==> src/rtl/vga_pkg.sv <==
// Shared types for the VGA board-state path.
// Tile update bundle and board-writer FSM states.
package vga_pkg;

  localparam int TILE_W  = 16;
  localparam int TADDR_W = 10;

  typedef struct packed {
    logic [TADDR_W-1:0] addr;
    logic [TILE_W-1:0]  data;
  } tile_upd_t;

  typedef enum logic [1:0] {
    BW_IDLE,
    BW_DRAIN,
    BW_DONE
  } bw_state_t;

endpackage

==> src/rtl/sync_fifo.sv <==
// Single-clock FIFO with wrap-around pointers and a separate count.
// Flush empties it on the next edge and discards any push that cycle.
module sync_fifo #(
  parameter int WIDTH = 8,
  parameter int DEPTH = 16
) (
  input  logic                     clk,
  input  logic                     rst_n,
  input  logic                     push,
  input  logic                     pop,
  input  logic                     flush,
  input  logic [WIDTH-1:0]         din,
  output logic [WIDTH-1:0]         dout,
  output logic                     full,
  output logic                     empty,
  output logic [$clog2(DEPTH):0]   count
);

  localparam int AW = $clog2(DEPTH);

  logic [WIDTH-1:0] mem [DEPTH];
  logic [AW-1:0]    wp;
  logic [AW-1:0]    rp;

  assign dout  = mem[rp];
  assign full  = count == (AW+1)'(DEPTH);
  assign empty = count == '0;

  always_ff @(posedge clk or negedge rst_n) begin
    if (!rst_n) begin
      wp    <= '0;
      rp    <= '0;
      count <= '0;
    end else if (flush) begin
      rp    <= wp;
      count <= '0;
    end else begin
      if (push) wp <= wp + 1'b1;
      if (pop)  rp <= rp + 1'b1;
      count <= count + (AW+1)'(push) - (AW+1)'(pop);
    end
  end

  // Storage needs no reset; only entries behind the pointers are read.
  always_ff @(posedge clk) begin
    if (push && !flush) mem[wp] <= din;
  end

endmodule

==> src/rtl/board_writer.sv <==
// Queues tile/score updates and commits them to board RAM port B
// only during vertical blanking, so every frame is tear-free.
module board_writer
  import vga_pkg::*;
#(
  parameter int DEPTH     = 16,
  parameter int NUM_TILES = 768
) (
  input  logic               clk,
  input  logic               reset,
  input  logic               upd_valid,
  output logic               upd_ready,
  input  logic [TADDR_W-1:0] upd_addr,
  input  logic [TILE_W-1:0]  upd_data,
  input  logic               score_valid,
  input  logic [7:0]         score_in,
  input  logic               vblank,
  input  logic               flush,
  output logic               we,
  output logic [TADDR_W-1:0] waddr,
  output logic [TILE_W-1:0]  wdata,
  output logic [7:0]         score_out,
  output logic               frame_commit,
  output logic               addr_err
);

  localparam int AW = $clog2(DEPTH);
  localparam logic [TADDR_W:0] ADDR_LIM = (TADDR_W+1)'(NUM_TILES);

  bw_state_t state, nxt;
  tile_upd_t din, head;
  logic [AW:0] cnt_unused;
  logic [7:0]  score_pending;
  logic        full, empty, accept, addr_ok, push, pop;
  logic        vblank_d, vrise, commit_n, load_score;

  assign upd_ready = !full;
  assign accept    = upd_valid && upd_ready;
  assign addr_ok   = {1'b0, upd_addr} < ADDR_LIM;
  assign push      = accept && addr_ok;
  assign vrise     = vblank && !vblank_d;
  assign din       = '{addr: upd_addr, data: upd_data};

  sync_fifo #(
    .WIDTH($bits(tile_upd_t)),
    .DEPTH(DEPTH)
  ) u_fifo (
    .clk  (clk),
    .rst_n(reset),
    .push (push),
    .pop  (pop),
    .flush(flush),
    .din  (din),
    .dout (head),
    .full (full),
    .empty(empty),
    .count(cnt_unused)
  );

  always_comb begin
    nxt        = state;
    pop        = 1'b0;
    commit_n   = 1'b0;
    load_score = 1'b0;
    unique case (state)
      BW_IDLE: begin
        if (vrise) begin
          nxt        = BW_DRAIN;
          load_score = 1'b1;
        end
      end
      // Blanking ending early leaves the rest for the next frame.
      BW_DRAIN: begin
        if (!vblank) begin
          nxt = BW_IDLE;
        end else if (!empty) begin
          pop = 1'b1;
        end else begin
          nxt      = BW_DONE;
          commit_n = 1'b1;
        end
      end
      BW_DONE: begin
        if (!vblank) nxt = BW_IDLE;
      end
      default: nxt = BW_IDLE;
    endcase
  end

  always_ff @(posedge clk or negedge reset) begin
    if (!reset) begin
      state         <= BW_IDLE;
      vblank_d      <= 1'b0;
      score_pending <= '0;
      score_out     <= '0;
      we            <= 1'b0;
      waddr         <= '0;
      wdata         <= '0;
      frame_commit  <= 1'b0;
      addr_err      <= 1'b0;
    end else begin
      state        <= nxt;
      vblank_d     <= vblank;
      we           <= pop;
      frame_commit <= commit_n;
      if (score_valid) score_pending <= score_in;
      if (load_score)  score_out     <= score_pending;
      if (pop) begin
        waddr <= head.addr;
        wdata <= head.data;
      end
      if (accept && !addr_ok) addr_err <= 1'b1;
    end
  end

endmodule

==> config.mk <==
export PLATFORM = sky130hd
export DESIGN_NAME = board_writer
export DESIGN_NICKNAME = d
export VERILOG_FILES = /design/src/rtl/vga_pkg.sv /design/src/rtl/sync_fifo.sv /design/src/rtl/board_writer.sv
export SDC_FILE = /design/constraint.sdc
export NUM_CORES = 1
export LEC_CHECK = 0
export ABC_AREA = 1
export ABC_CLOCK_PERIOD_IN_PS = 3610
export CORE_MARGIN = 2
export CORE_UTILIZATION = 45
export DETAILED_ROUTE_END_ITERATION = 16
export HOLD_SLACK_MARGIN = 0.08
export PLACE_DENSITY_LB_ADDON = 0.25
export SETUP_SLACK_MARGIN = 0.15
export SYNTH_ARGS = -nofsm -noshare
export SYNTH_HDL_FRONTEND = slang
export SYNTH_HIERARCHICAL = 1
export SYNTH_SLANG_ARGS = --single-unit
==> constraint.sdc <==
create_clock -name clk -period 3.61 [get_ports clk]
set_input_delay 0.722 -clock clk [delete_from_list [all_inputs] [get_ports clk]]
set_output_delay 0.722 -clock clk [all_outputs]
set_load 0.005 [all_outputs]
==> results of run 1 <==
-- state kept, by name, summed over array words and instances (netlist names) --
signal	cells
frame_commit	1
vblank_d	1
addr_err	1
we	1
u_fifo/count	5
waddr	10
u_fifo/rp	4
score_out	8
u_fifo/mem	416
u_fifo/wp	4
score_pending	8
wdata	16
state	2
-- synthesized netlist by cell type (12+ instances only) --
master,number
buf_1,12
buf_2,39
buf_4,19
clkbuf_1,16
dfrtp_1,61
edfxtp_1,416
inv_1,395
nand2_1,490
nand3_1,403
nor2_1,28
o21ai_0,13
or2_1,33
or2_2,19
-- final cells by class --
class,instances,share of cell area
Sequential cell,477,0.587
Multi-Input combinational cell,1019,0.202
Inverter,401,0.0632
Clock buffer,75,0.0615
Timing Repair Buffer,110,0.0504
Tap cell,600,0.0314
Clock inverter,16,0.00430
-- cells by family (layout without fill, tap and decap cells) --
group / after synthesis / in the layout / synth area share
xor+xnor: 6 / 6 / 0.00254
simple gates: 979 / 979 / 0.211
buf+inv: 493 / 602 / 0.0967
compound gates: 22 / 22 / 0.00592
fa+ha+maj: 12 / 12 / 0.00761
flops: 477 / 477 / 0.677
-- metal layers --
layer  vias up  GRT usage
li1       6543          -
met1      6352      0.262
met2       402      0.364
met3       118     0.0271
met4         0     0.0971
met5         -          0
-- worst paths after layout --
path / start / to / slack (ns)
max: u_fifo/count[3] / u_fifo/count[4] / 0.86
min: reset / wdata[9] / 0.27
max reg2reg: u_fifo/count[3] / u_fifo/count[4] / 0.86
min reg2reg: waddr[5] / waddr[5] / 0.47
max in group asynchronous: reset / u_fifo/rp[1] / 2.60
min in group clk: waddr[5] / waddr[5] / 0.47
-- stage by stage --
stage	utilization	total power [mW]	worst slack (ns)	hold slack, ns
after global routing	0.526	18.0	0.550	0.337
after CTS	0.526	17.3	0.810	0.292
final	0.526	17.1	0.857	0.269
after global placement	0.492	12.3	0.441	0.453
after detailed placement	0.492	12.4	0.414	0.458
after floorplan	-	10.4	0.736	0.426
-- power breakdown --
group	leakage (nW)	internal (mW)	total [mW]	switching [mW]
clock network	0.777	2.87	4.89	2.02
registers	4.50	6.44	6.80	0.367
logic	4.93	1.81	5.43	3.62
==> flow_summary_export.csv, run 1 <==
group,metric,value,unit
worst_setup_path,cp_top_family,"adder cells",
die,die_x,219,um
global_route,grt_overflow,0,
synthesis,yosysTopAreaCell,"edfxtp_1",
cells_and_area,regArea,14000,um^2
routing,wl_met3,2370,um
global_route,grt_use_total,0.210,
worst_setup_path,crit_type,"reg2reg",
synthesis,ys_ff_latch,477,
cells_and_area,finalInstanceArea,23900,um^2
routing,avgViaCountPerCell,4.97,
synthesis,ys_types,30,
worst_setup_path,critPathSlowestCell,"fa_1",
cells_and_area,diodes,0,
sta,finalCritPeriodShare,0.762,
global_route,antenna_found_initial,0,
cts,cts_setup_buffers,0,
die,fp.dieArea,47800,um^2
place,port_buffers,77,
cells_and_area,layout.cells.non_filler,2698,
cells_and_area,final_common_cell,"nand2_1",
cts,cts_inserted_buffers,49,
sta,setup_violations,0,
cts,path_clk_slew,0.06,ns
routing,drc,0,
synthesis,netlist_area,20700,um^2
cts,cts_hold_buffers,0,
routing,dr_wl_met2,24400,um
global_route,grt_pass1_vias,13200,
power,vdd_drop_max,0.461,mV
cells_and_area,mostFrequentLayoutCells,"nand2_1 (490), edfxtp_1 (416), nand3_1 (403), inv_1 (394), clkdlybuf4s50_1 (76)",
cts,cts.sinks,477,
routing,vias,13400,
worst_setup_path,crit_chain,"inv_1, ha_1, nand3_1, nor2_1, nor2_8, nand2_4, inv_2, ha_1, inv_1, ha_1, inv_1, fa_1, inv_1, nand2_1, nand2_1, a21oi_1, nand2_1, nand2_1, nor2_1",
hold_path,min_path_type,"in2async",
synthesis,synth_nets,2041,
job,maxCapViolations,0,
sta,worst_pin_slew,0.980,ns
worst_setup_path,critPathArrivalTime,3.25,ns
worst_setup_path,crit_fanout,5,
routing,wire_per_inst,18.1,um
cells_and_area,drive_gt1_frac,0.0734,
sta,maxSlewHeadroom,0.345,
synthesis,syn_area_per_cell,10.4,um^2
sta,finalMaxSlewViolations,0,
routing,wl,48900,um
worst_setup_path,cp_num_buf_inv,5,
routing,drt-met1-wl,20200,um
synthesis,yosys_most_used_dff,"edfxtp_1",
sta,tns,0,ns
sta,finalCriticalPeriod,2.75,ns
outcome,status,"completed",
sta,hold_violations,0,
place,place_area,22300,um^2
cts,cts-resized-gates,0,
synthesis,synthTopCellsByArea,"edfxtp_1 (60%), nand3_1 (9.7%), nand2_1 (8.9%)",
routing,antenna_left,0,
synthesis,yosys.area.top_type_share,0.603,
routing,drt_iter0_drc,1060,
sta,final.setup_skew,0.0205,ns
worst_setup_path,r2r_cells,19,
power,p_leak,10.2,nW
die,core_area,45400,um^2
global_route,grt_max_degree,140,
cts,clk_latency,0.58,ns
synthesis,async_flop_share,0.128,
worst_setup_path,cp-end-kind,"register",
synthesis,synthCells,1989,
die,die_y,219,um
worst_setup_path,start_kind,"register",
synthesis,ys_seq_area_frac,0.677,
place,dpl.cell_count,2607,
die,start_util,0.456,
worst_setup_path,cp.depth,19,
cts,htree_num_levels,2,
synthesis,synth-edff-count,416,
power,p_per_area,717,nW/um^2
sta,clock.fmax,0.363,GHz
place,place_congestion,0.823,
cells_and_area,fill_cells,3975,
die,pin_count,78,
global_route,grt_pass1_wl,75500,um
worst_setup_path,critPathRequiredTime,4.11,ns
die,rows,78,
synthesis,yosysWarningCount,6,
place,hpwl,29400,um
sta,rsz0062_at_grt,"false",
routing,routed.top_layer,"met4",
cells_and_area,nets,2110,
cells_and_area,multi_input_area,4810,um^2
cts,clk_path_buf_depth,3,
routing,dr.pass1.iters,5,
cts,tritoncts,"yes",
worst_setup_path,cpPeakStageDelay,0.41,ns
cts,root_buffer,"clkbuf_16",
cells_and_area,syn2layout_area_growth,15.3,%
Power figures use the tool's default switching activity.
==> inputs of run 2 (changes only) <==
--- a/config.mk
+++ b/config.mk
@@ -6,7 +6,7 @@
 export NUM_CORES = 1
 export LEC_CHECK = 0
 export ABC_AREA = 1
-export ABC_CLOCK_PERIOD_IN_PS = 3610
+export ABC_CLOCK_PERIOD_IN_PS = 2800
 export CORE_MARGIN = 2
 export CORE_UTILIZATION = 45
 export DETAILED_ROUTE_END_ITERATION = 16
==> constraint.sdc (replaced) <==
create_clock -name clk -period 2.8 [get_ports clk]
set_input_delay 0.56 -clock clk [delete_from_list [all_inputs] [get_ports clk]]
set_output_delay 0.56 -clock clk [all_outputs]
set_load 0.005 [all_outputs]
==> run 2 against run 1 <==
Effect of this change:
- maximum frequency is 9.6% higher
- setup slack lost 0.57 ns
- count of clock-buffer cells in the layout decreased by 17
- cell count up 1.3%
- register-to-register slack worse by 0.57 ns
- combinational power rose by 35%
- design area increased by 2.0%
- first-iteration DRC count rose by 9.7%
- sequential share of layout area down 1.1 points
- clock skew is 0.0016 ns higher
- critical path type unchanged
- largest power group unchanged
==> flow_summary_export.csv, run 2 (synthesis gave the netlist of run 1 again) <==
group,metric,value,unit
cells_and_area,nets,2144,
cells_and_area,fill_cells,3901,
cells_and_area,mostFrequentLayoutCells,"nand2_1 (488), edfxtp_1 (416), nand3_1 (403), inv_1 (391), clkdlybuf4s50_1 (76)",
sta,rsz0062_at_grt,"true",
power,comb_power_share,0.324,
power,p_leak,10.5,nW
sta,finalCritPeriodShare,0.897,
sta,maxSlewHeadroom,0.478,
power,power.total,22.6,mW
global_route,grt_pass1_wl,77500,um
cells_and_area,drive_gt1_frac,0.0947,
sta,setup_violations,0,
worst_setup_path,crit_chain,"inv_2, ha_1, nand3_1, nor2_1, buf_4, nor2_8, nand2_4, inv_2, ha_1, inv_1, ha_2, inv_1, fa_2, inv_1, nand2_1, nand2_1, a21oi_1, nor2_1, nor2_1",
routing,drt_iter0_drc,1163,
worst_setup_path,critPathRequiredTime,3.28,ns
place,dpl.cell_count,2638,
power,p_per_area,927,nW/um^2
cells_and_area,layout.cells.non_filler,2734,
cells_and_area,regArea,14000,um^2
outcome,status,"completed",
worst_setup_path,crit_fanout,2,
cells_and_area,diodes,0,
routing,drc,0,
cts,clk_path_buf_depth,3,
worst_setup_path,cpPeakStageDelay,0.39,ns
cells_and_area,final_common_cell,"nand2_1",
worst_setup_path,cp-end-kind,"register",
die,fp.dieArea,47800,um^2
sta,hold_violations,0,
hold_path,min_path_type,"reg2reg",
worst_setup_path,r2r-end,"u_fifo/count[4]",
sta,fin_ws,0.288,ns
power,vdd_drop_max,0.504,mV
place,port_buffers,77,
die,die_x,219,um
hold_path,hold_end,"score_out[2]",
routing,wire_per_inst,18.0,um
power,intPower,14.7,mW
job,maxCapViolations,0,
sta,finalMaxSlewViolations,0,
power,swShare,0.347,
routing,wl,49300,um
die,pin_count,78,
power,pwr-share-seq,0.383,
cts,cts_inserted_buffers,50,
global_route,antenna_found_initial,0,
sta,final.setup_skew,0.0220,ns
cells_and_area,largest_reg_flops,416,
sta,clock.fmax,0.398,GHz
sta,worst_pin_slew,0.783,ns
routing,avgViaCountPerCell,4.99,
worst_setup_path,cp_top_family,"adder cells",
worst_setup_path,start_kind,"register",
worst_setup_path,crit-reg2reg-launch,"u_fifo/count[2]",
worst_setup_path,cp.depth,19,
worst_setup_path,critPathArrivalTime,3.00,ns
cts,clk_latency,0.59,ns
power,clockPowerShare,0.293,
routing,vias,13600,
cts,root_buffer,"clkbuf_16",
global_route,grt_use_total,0.213,
cts,cts.sinks,477,
place,pre_cts_slack,-0.0590,ns
cells_and_area,multi_input_area,4820,um^2
worst_setup_path,cp_num_buf_inv,6,
place,hpwl,29600,um
cts,tritoncts,"yes",
die,start_util,0.456,
global_route,grt_max_degree,108,
sta,finalCriticalPeriod,2.51,ns
worst_setup_path,reg2reg_slack,0.29,ns
die,core_area,45400,um^2
place,place_congestion,0.857,
power,p_switching,7.83,mW
global_route,grt_pass1_vias,13500,
cells_and_area,syn2layout_area_growth,17.5,%
cts,htree_num_levels,2,
global_route,grt_overflow,0,
worst_setup_path,critPathSlowestCell,"dfrtp_1",
worst_setup_path,r2r_cells,19,
cells_and_area,reg_top3,"u_fifo/mem: 416 flops, wdata: 16 flops, waddr: 10 flops",
routing,antenna_left,0,
routing,dr.pass1.iters,8,
die,die_y,219,um
hold_path,hold_start,"score_out[2]",
worst_setup_path,crit_type,"reg2reg",
die,rows,78,
cells_and_area,regMostFlops,"u_fifo/mem",
cts,path_clk_slew,0.06,ns
hold_path,whs_path_depth,2,
run 2: cell count changes in the layout (fill, tap and decap cells not counted), sizes merged:
cell | previous run | this run
inv | 400 | 401
clkbuf | 75 | 58
clkinv | 16 | 29
clkinvlp | 0 | 1
dlygate4sd3 | 0 | 1
bufinv | 1 | 6
buf | 34 | 66
run 2: layout make-up:
cell class,instances,share of cell area
sequential,477,0.576
multi-input combinational,1019,0.198
timing repair buffer,143,0.0649
inverter,401,0.0620
clock buffer,58,0.0539
tap,600,0.0308
clock inverter,36,0.0140
run 2: worst max path at each step:
| stage | start | endpoint | slack [ns] |
|---|---|---|---|
| 2_1_floorplan | u_fifo/count[2] | u_fifo/mem[11][0] | -0.07 |
| 3_3_place_gp | vblank | u_fifo/count[4] | -0.05 |
| 3_5_place_dp | upd_addr[9] | u_fifo/mem[12][2] | -0.06 |
| 4_1_cts | u_fifo/count[2] | u_fifo/mem[0][2] | 0.24 |
| 5_1_grt | u_fifo/count[3] | u_fifo/count[4] | 0.07 |
| 6_report | u_fifo/count[2] | u_fifo/count[4] | 0.29 |
run 2: worst reg2reg max path, cell delays in order, from the launching register on:
cell and delay, ns:
dfrtp_1 0.39, inv_2 0.07, ha_1 0.13, nand3_1 0.09, nor2_1 0.12, buf_4 0.15
nor2_8 0.05, nand2_4 0.06, inv_2 0.04, ha_1 0.28, inv_1 0.06, ha_2 0.16
inv_1 0.05, fa_2 0.35, inv_1 0.06, nand2_1 0.06, nand2_1 0.06, a21oi_1 0.07
nor2_1 0.11, nor2_1 0.05
run 2: metal layers:
layer / GRT usage / vias to the layer above / share of wire / wire length [um]
met4: 0.0574 / 0 / 0.025 / 1230
li1: - / 6623 / - / -
met2: 0.365 / 391 / 0.49 / 24200
met5: 0 / - / 0 / 0
met1: 0.283 / 6539 / 0.43 / 21300
met3: 0.0322 / 81 / 0.053 / 2620
run 2: through the flow:
step	hold slack, ns	instance area (um^2)	setup TNS [ns]	util
global placement	0.454	22700	-0.378	0.499
finish	0.466	24300	0	0.536
global route	0.491	24300	0	0.536
floorplan	0.264	20700	-18.83	-
detailed placement	0.458	22700	-2.32	0.499
CTS	0.473	24300	0	0.536
run 2: timing repair:
item                                   CTS  global route
setup buffers                            0             1
setup endpoints to repair                0           176
resized for setup                        0             7
endpoints found under the hold margin   39             0
hold buffers                             1             0
run 2: power by group through the flow:
| stage | registers, mW | clock network [mW] | logic [mW] |
|---|---|---|---|
| 2_1_floorplan | 8.67 | 0 | 4.71 |
| 3_3_place_gp | 8.78 | 0 | 7.18 |
| 3_5_place_dp | 8.79 | 0 | 7.25 |
| 4_1_cts | 8.64 | 6.76 | 7.30 |
| 5_1_grt | 8.69 | 7.03 | 8.11 |
| 6_report | 8.64 | 6.62 | 7.31 |
==> inputs of run 3 (changes only) <==
--- a/config.mk
+++ b/config.mk
@@ -7,10 +7,12 @@
 export LEC_CHECK = 0
 export ABC_AREA = 1
 export ABC_CLOCK_PERIOD_IN_PS = 2800
+export CAP_MARGIN = 20
 export CORE_MARGIN = 2
 export CORE_UTILIZATION = 45
 export DETAILED_ROUTE_END_ITERATION = 16
 export HOLD_SLACK_MARGIN = 0.08
+export MAX_ROUTING_LAYER = met4
 export PLACE_DENSITY_LB_ADDON = 0.25
 export SETUP_SLACK_MARGIN = 0.15
 export SYNTH_ARGS = -nofsm -noshare
==> run 3 against run 2 <==
Effect of this change:
- sequential power about the same
- worst hold slack better by 0.0021 ns
- combinational power about the same
- power about the same
==> flow_summary_export.csv, run 3 (synthesis gave the netlist of run 1 again) <==
group,metric,value,unit
outcome,status,"completed",
worst_setup_path,critPathRequiredTime,3.28,ns
global_route,grt_max_degree,108,
sta,rsz0062_at_grt,"true",
sta,setup_violations,0,
cts,clk_path_buf_depth,3,
worst_setup_path,cp_num_buf_inv,6,
cells_and_area,regMostFlops,"u_fifo/mem",
worst_setup_path,start_kind,"register",
place,dpl.cell_count,2638,
routing,avgViaCountPerCell,5.00,
cts,tritoncts,"yes",
die,pin_count,78,
worst_setup_path,cp_top_family,"adder cells",
cells_and_area,diodes,0,
global_route,grt_pass1_wl,77500,um
cts,cts_inserted_buffers,50,
worst_setup_path,critPathArrivalTime,2.99,ns
sta,fin_ws,0.293,ns
worst_setup_path,crit_chain,"inv_2, ha_1, nand3_1, nor2_1, buf_4, nor2_8, nand2_4, inv_2, ha_1, inv_1, ha_2, inv_1, fa_2, inv_1, nand2_1, nand2_1, a21oi_1, nor2_1, nor2_1",
sta,finalMaxSlewViolations,0,
die,die_x,219,um
cells_and_area,final_common_cell,"nand2_1",
global_route,grt_use_total,0.220,
cells_and_area,layout.cells.non_filler,2734,
cells_and_area,utilization,0.536,
worst_setup_path,critPathSlowestCell,"dfrtp_1",
hold_path,min_path_type,"reg2reg",
power,power.total,22.6,mW
cells_and_area,reg_top3,"u_fifo/mem: 416 flops, wdata: 16 flops, waddr: 10 flops",
cells_and_area,largest_reg_flops,416,
sta,worst_hold_slack,0.468,ns
power,vdd_drop_max,0.502,mV
job,maxCapViolations,0,
cells_and_area,drive_gt1_frac,0.0947,
cells_and_area,nets,2144,
sta,clock.fmax,0.399,GHz
routing,drt_iter0_drc,1049,
place,pre_cts_slack,-0.0590,ns
place,port_buffers,77,
cts,path_clk_slew,0.06,ns
cells_and_area,mostFrequentLayoutCells,"nand2_1 (488), edfxtp_1 (416), nand3_1 (403), inv_1 (391), clkdlybuf4s50_1 (76)",
worst_setup_path,cp-end-kind,"register",
routing,antenna_left,0,
sta,finalCritPeriodShare,0.895,
global_route,gr-usage-met2,0.366,
sta,hold_violations,0,
die,rows,78,
global_route,antenna_found_initial,0,
power,p_leak,10.5,nW
worst_setup_path,cpPeakStageDelay,0.39,ns
die,fp.dieArea,47800,um^2
place,place_congestion,0.870,
power,p_per_area,926,nW/um^2
sta,final.setup_skew,0.0233,ns
cts,htree_num_levels,2,
cts,cts.sinks,477,
global_route,use_met3,0.0310,
die,start_util,0.456,
cells_and_area,syn2layout_area_growth,17.5,%
sta,worst_pin_slew,0.767,ns
global_route,grt_overflow,0,
routing,vias,13700,
worst_setup_path,crit_type,"reg2reg",
global_route,grt_pass1_vias,13400,
global_route,gr-usage-met1,0.284,
global_route,grt_most_used_layer,"met2",
cts,clk_latency,0.59,ns
worst_setup_path,crit_fanout,2,
sta,maxSlewHeadroom,0.489,
routing,wl,49300,um
cts,root_buffer,"clkbuf_16",
die,die_y,219,um
routing,drc,0,
routing,wire_per_inst,18.0,um
die,core_area,45400,um^2
sta,finalCriticalPeriod,2.51,ns
routing,dr.pass1.iters,6,
place,hpwl,29600,um
==> run 3: cell counts in the layout (fill, tap and decap cells not counted) <==
Identical to the previous run, type by type.
==> run 3: worst paths after layout <==
| kind | slack [ns] | end | startpoint | cells after the start |
|---|---|---|---|---|
| worst max-delay path | 0.29 | u_fifo/count[4] | u_fifo/count[2] | 19 |
| worst min-delay path | 0.47 | score_out[2] | score_out[2] | 2 |
| worst max register to register | 0.29 | u_fifo/count[4] | u_fifo/count[2] | 19 |
| worst min register to register | 0.47 | score_out[2] | score_out[2] | 2 |
| max in group asynchronous | 1.63 | wdata[14] | reset | 3 |
| min in group asynchronous | 0.52 | wdata[4] | reset | 2 |
==> run 3: tightest hold or removal path: cells and delay by family (launching register included) <==
| kind | cells | cell delay (ns) |
|---|---|---|
| simple gates | 2 | 0.09 |
| flops | 1 | 0.34 |
==> run 3: routing by layer <==
layer,vias up,share of wire
met1,6542,0.42
li1,6619,-
met3,78,0.058
met2,434,0.50
met4,0,0.022
met5,-,0
==> run 3: cell type report <==
| cell class | count | area, um^2 |
|---|---|---|
| multi-input combinational | 1019 | 4820 |
| sequential | 477 | 14000 |
| tap | 600 | 751 |
| inverter | 401 | 1510 |
| clock inverter | 36 | 340 |
| fill | 3901 | 21000 |
| timing repair buffer | 143 | 1580 |
| clock buffer | 58 | 1310 |
==> run 3: stage by stage <==
stage	area, um^2	TNS [ns]
2_1_floorplan	20700	-18.83
3_3_place_gp	22700	-0.378
3_5_place_dp	22700	-2.32
4_1_cts	24300	0
5_1_grt	24300	0
6_report	24300	0
==> run 3: what timing repair did <==
action                                  CTS  global route
endpoints found under the setup margin    0           176
hold buffers                              1             0
hold endpoints to repair                 39             0
setup buffers                             0             1
resized for setup                         0             7
==> run 3: power by group <==
part	total [mW]	internal (mW)	switching, mW	leakage [nW]
logic	7.30	2.52	4.78	5.12
registers	8.64	8.30	0.342	4.50
clock network	6.61	3.92	2.70	0.827
